[src/rtl/mux_arb.sv]
// N-channel to one registered multiplexer/arbiter with a single-entry output stage.
// Fixed-select is always built; round-robin mode is compiled in only with MUX_ARB_RR_EN.
module mux_arb #(
  parameter int WIDTH = 32,
  parameter int NCH   = 4,
  parameter int SELW  = 2
) (
  input  logic                 clk,
  input  logic                 rst_n,
  input  logic [NCH*WIDTH-1:0] in_data,
  input  logic [NCH-1:0]       in_valid,
  output logic [NCH-1:0]       in_ready,
  input  logic [SELW-1:0]      sel,
  input  logic                 mode,
  output logic [WIDTH-1:0]     out_data,
  output logic [SELW-1:0]      out_ch,
  output logic                 out_valid,
  input  logic                 out_ready
);

  logic             load_en;
  logic             accept;
  logic             fix_vld;
  logic [SELW-1:0]  fix_idx;
  logic             grant_vld;
  logic [SELW-1:0]  grant_idx;
  logic [WIDTH-1:0] grant_data;

  // The output register can take a new entry when empty or draining this cycle.
  assign load_en = !out_valid || out_ready;
  assign accept  = grant_vld && load_en;

  // A select value at or above NCH never matches a channel, so it yields no grant.
  always_comb begin
    // NOTE: every always_comb output gets a default first so no path leaves it unassigned (no latch).
    fix_vld = 1'b0;
    fix_idx = '0;
    for (int k = 0; k < NCH; k++) begin
      if (sel == SELW'(k) && in_valid[k]) begin
        fix_vld = 1'b1;
        fix_idx = SELW'(k);
      end
    end
  end

`ifdef MUX_ARB_RR_EN
  logic             rr_vld;
  logic [SELW-1:0]  rr_idx;
  logic [SELW-1:0]  last_grant;

  // Offset i is the search distance from last_grant; the first valid hit wins.
  always_comb begin
    rr_vld = 1'b0;
    rr_idx = '0;
    for (int i = 1; i <= NCH; i++) begin
      for (int k = 0; k < NCH; k++) begin
        if (!rr_vld && in_valid[k] && last_grant == SELW'((k - i + NCH) % NCH)) begin
          rr_vld = 1'b1;
          rr_idx = SELW'(k);
        end
      end
    end
  end

  always_comb begin
    if (mode) begin
      grant_vld = rr_vld;
      grant_idx = rr_idx;
    end else begin
      grant_vld = fix_vld;
      grant_idx = fix_idx;
    end
  end

  // Pointer moves only on an accepted transfer, regardless of which mode chose it.
  always_ff @(posedge clk or negedge rst_n) begin
    if (!rst_n) begin
      last_grant <= SELW'(NCH - 1);
    end else if (accept) begin
      last_grant <= grant_idx;
    end
  end
`else
  logic unused_mode;
  assign unused_mode = mode;

  assign grant_vld = fix_vld;
  assign grant_idx = fix_idx;
`endif

  always_comb begin
    grant_data = '0;
    for (int k = 0; k < NCH; k++) begin
      if (grant_idx == SELW'(k)) begin
        grant_data = in_data[k*WIDTH +: WIDTH];
      end
    end
  end

  // Ready is withheld during reset so no producer believes a beat was taken.
  always_comb begin
    in_ready = '0;
    if (rst_n && accept) begin
      for (int k = 0; k < NCH; k++) begin
        if (grant_idx == SELW'(k)) begin
          in_ready[k] = 1'b1;
        end
      end
    end
  end

  always_ff @(posedge clk or negedge rst_n) begin
    // NOTE: sequential state uses <= so every register samples pre-edge values.
    if (!rst_n) begin
      out_valid <= 1'b0;
      out_data  <= '0;
      out_ch    <= '0;
    end else if (accept) begin
      out_valid <= 1'b1;
      out_data  <= grant_data;
      out_ch    <= grant_idx;
    end else if (out_ready) begin
      out_valid <= 1'b0;
    end
  end

`ifndef SYNTHESIS
  a_ready_onehot: assert property (@(posedge clk) disable iff (!rst_n) $onehot0(in_ready));

  a_hold_stable: assert property (@(posedge clk) disable iff (!rst_n)
    (out_valid && !out_ready) |=> (out_valid && $stable(out_data) && $stable(out_ch)));
`endif

endmodule
[config.mk]
export PLATFORM = sky130hd
export DESIGN_NAME = mux_arb
export DESIGN_NICKNAME = d
export VERILOG_FILES = /design/src/rtl/mux_arb.sv
export SDC_FILE = /design/constraint.sdc
export NUM_CORES = 1
export LEC_CHECK = 0
export CORE_AREA = 2 2 109 79
export CTS_CLUSTER_DIAMETER = 150
export DETAILED_ROUTE_END_ITERATION = 7
export DIE_AREA = 0 0 111 81
export HOLD_SLACK_MARGIN = 0.03
export PLACE_DENSITY_LB_ADDON = 0.08
export SLEW_MARGIN = 20
export SYNTH_ARGS = -nofsm -noshare
export SYNTH_HDL_FRONTEND = slang
export SYNTH_SLANG_ARGS = --single-unit
[constraint.sdc]
create_clock -name clk -period 1.4 [get_ports clk]
set_clock_uncertainty 0.1 [all_clocks]
set_input_delay 0.14 -clock clk [delete_from_list [all_inputs] [get_ports clk]]
set_output_delay 0.14 -clock clk [all_outputs]
set_load 0.05 [all_outputs]
# Yosys cells after proc, flatten, opt, wreduce, memory -nomap -nowiden
# Index checks and enable logic that the tools add are counted.
dict set report totals {
  output_inout_bits 39
  input_bits 138
  ff_bits 35
}
dict set report op_classes {
  n_eq_ne 6
  reduce_logical 11
  n_mux 18
}
# operator n
set ops {}
lappend ops {{32-bit two-way mux} 4}
lappend ops {{1-bit two-way mux} 11}
lappend ops {{2-bit equality test, second input constant} 4}
lappend ops {{1-bit logical AND} 6}
lappend ops {{2-bit by 1-bit equality test with 1-bit output, second input constant} 2}
lappend ops {{2-bit logical NOT} 2}
lappend ops {{2-bit two-way mux} 2}
lappend ops {{4-bit two-way mux} 1}
lappend ops {{2-bit nonzero test} 1}
lappend ops {{1-bit logical NOT} 1}
lappend ops {{1-bit logical OR} 1}

# Logic depth before layout (Yosys ltp)
dict set report logic_depth {
  word_depth 10
  depth_mapped 7
  depth_no_buf 4
}

# Least setup slack after synthesis
# OpenSTA, ideal clock, no wires.
dict set report synth_path {
  kind {reg-to-output}
  from {reg out_valid}
  to {out in_ready[0]}
  slack_ns -1.386
  arrival_time_ns 2.546
  stages_incl_launch_ff 4
  required_time_ns 1.160
  path_cell_list {dfrtp_1 -> nand2b_1 -> nand2_1 -> nor4b_1}
}
dict set report synth_via {
  elab_chain_len 5
}
# item line
set synth_lines {}
lappend synth_lines {{start, declared} 17} ;# output logic out_valid,
lappend synth_lines {{start signal, assigned} 115} ;# out_valid <= 1'b0;
lappend synth_lines {{start signal, assigned} 119} ;# out_valid <= 1'b1;
lappend synth_lines {{start signal, assigned} 123} ;# out_valid <= 1'b0;
lappend synth_lines {{1-bit logical NOT} 30} ;# assign load_en = !out_valid || out_ready;
lappend synth_lines {{1-bit logical OR} 30}
lappend synth_lines {{1-bit logical AND} 31} ;# assign accept = grant_vld && load_en;
lappend synth_lines {{1-bit logical AND} 103} ;# if (rst_n && accept) begin
lappend synth_lines {{4-bit two-way mux} 103}
lappend synth_lines {{end, declared} 12} ;# output logic [NCH-1:0] in_ready,
# Every way passes these cells.

# Worst setup path after layout
# Ends and elaborated chain as after synthesis.

==> reports/qor.yml <==
min_path_cells: 3
rows: 28
rsz0062_at_grt: "true"
yosys.cell_count.top_type: "o21ai_0"
pre_cts_ws_ns: -0.604
max_freq_ghz: 0.637
grt_pass1_vias: 3186
dp_hpwl_mm: 8.02
reg2reg_from: "out_valid"
fin_cells: 609
synth.avg_cell_area_um2: 8.27
crit_chain: "nand2b_4 -> nand2_4 -> nor4b_4 -> buf_12"
ir_drop_v: 0.000621
port_buffers: 175
crit_buf_inv: 1
violations: "negative setup slack"
drc_errors: 0
initial_core_util_pct: 30.6
place_inst: 580
slowest_stage: "dfrtp_2"
post-route-min-period_ns: 1.57
nNetsFinal: 641
critPathTopFamily: "simple AND/OR/NAND/NOR gates"
vias: 3234
cp-start-kind: "flop"
r2r-end: "out_data[16]"
worstMarginPinSlew_ns: 0.475
clock-sinks: 35
synth_top_cell_by_area: "dfrtp_1"
cts-htree-levels: 2
synth_edf_count: 0
cellLeakagePower_nw: 2.28
setup_viol: 30
clock-root-buffer: "clkbuf_16"
grtUsageTotal_pct: 23.7
die_w_um: 111
ant_nets: 0
gp_congestion: 0.815
maxCapViolations: 0
pin_count: 177
synth_seq_cells: 35
synth_area_mm2: 0.00248
final_max_slew_viol_count: 0
synthDistinctLibCells: 26
firstDrtPassIters: 4
final_core_util_pct: 68.4
grt_max_degree: 30
die-height_um: 81
worstRegToRegCells: 7
min_from: "in_data[107]"
seq_area_frac_synth_pct: 35.3
async_flop_share_pct: 100
grt_pass1_wl_mm: 16.8
finalSetupTns_ns: -2.05
drt-initial-drc-count: 255
synth_nets: 438
crit_path_max_fanout: 3
hold_end: "out_data[11]"
clk_pin_slew_ns: 0.06
wirelength_mm: 11.0
drive_gt1_share_pct: 26.6
avgViaCountPerCell: 5.31
slew_headroom_pct: 68.3
fin_crit_sh_pct: 112
critical-path-max-stage-delay_ns: 0.42
synth.area.top_cells: "dfrtp_1 35%, a22oi_1 9.7%, o21ai_0 9.3%"
final_hold_viol_count: 0
synth.top_cells.by_count: "46 x o21ai_0, 35 x dfrtp_1, 32 x a22oi_1"
status: "complete, but fails checks"
cp.arrival_ns: 1.33
synth_cells: 300
worstHoldPathType: "input pin to flop"
setup_ws_ns: -0.171
critPathKind: "flop to output pin"
rrSetupSlack_ns: -0.12
clock_latency_ns: 0.28
diodes: 0
core_mm2: 0.00809
die-area_mm2: 0.00899
antenna_found_initial: 0
synth_top_area_share_pct: 35.3
cts_tree: "done"
area_growth_pct: 123
p_per_area_mw_per_mm2: 1100
cts_inserted_buffers: 5
synth_flop_cell: "dfrtp_1"
wl_per_cell_um: 18.1
ys_warn_count: 0
clk_path_buf_depth: 2
required_ns: 1.16
endpoint_kind: "output pin"
grt_overflow: 0
[final cells by class]
| class | instances | area, um2 |
|---|---|---|
| multi-input combinational | 230 | 1600 |
| inverter | 2 | 7.51 |
| sequential | 35 | 877 |
| timing repair buffer | 229 | 2760 |
| fill | 603 | 2560 |
| tap | 105 | 131 |
| clock buffer | 8 | 156 |
[registers in the layout, indices dropped and copies added, names as in the netlist]
signal / count
out_ch: 2
out_data: 32
out_valid: 1
[routing by layer]
metal,GRT usage (%),wire length [um],up-vias
li1,-,-,1547
met1,31.3,4920,1544
met2,39.0,5220,132
met3,6.42,811,11
met4,6.00,87,0
met5,0,0,-
[layout by cell type, fill, tap and decap left out, types with 12 or more instances in the layout]
master / count
nand2_1: 27
dfrtp_1: 34
o21ai_0: 45
buf_4: 31
a22o_1: 22
nor2_1: 20
buf_12: 47
a31oi_1: 18
a22oi_1: 31
clkdlybuf4s50_1: 129
a21oi_1: 12
[worst register-to-register path, delay by kind of cell (launching register included)]
family	cells	cell delay, ns
compound gates	1	0.13
flops	1	0.42
simple gates	3	0.32
buf+inv	3	0.47
[how the worst max path moves through the flow]
stage | slack (ns) | cells past startpoint | endpoint | startpoint
after floorplan | -0.19 | 3 | in_ready[0] | out_valid
after global placement | -0.57 | 6 | out_data[4] | sel[0]
after detailed placement | -0.60 | 6 | out_data[18] | sel[0]
after CTS | -0.18 | 4 | in_ready[0] | out_valid
after global routing | -0.22 | 4 | in_ready[0] | out_valid
final | -0.17 | 4 | in_ready[0] | out_valid
[timing repair]
item	4_1_cts	5_1_grt
endpoints found under the setup margin	37	37
hold endpoints to repair	35	0
gates cloned	7	0
pin swaps	7	1
gates resized for setup	40	6
hold buffers	2	0
buffers inserted	13	2
[where the power goes]
part           internal (mW)  switching [mW]
Clock                  0.757           0.405
Combinational           1.84            1.56
Sequential              1.25           0.285
[stage by stage]
| step | power, mW | hold WS (ns) | area [um2] |
|---|---|---|---|
| after floorplan | 2.91 | -0.256 | 2580 |
| after global placement | 4.65 | 0.0877 | 4980 |
| after detailed placement | 4.69 | 0.0824 | 4980 |
| after CTS | 6.14 | 0.323 | 5540 |
| after global routing | 6.34 | 0.347 | 5530 |
| final | 6.10 | 0.327 | 5530 |
[logic make-up (layout without fill, tap and decap cells)]
kind of cell	after synthesis	after routing	synth area share (%)
AO/OA/AOI/OAI	145	145	38.0
buffers and inverters	36	239	7.01
flip-flops	35	35	35.3
multiplexers	12	12	6.36
AND/OR/NAND/NOR	72	73	13.3
No activity file was read; power rests on OpenSTA's default activity.
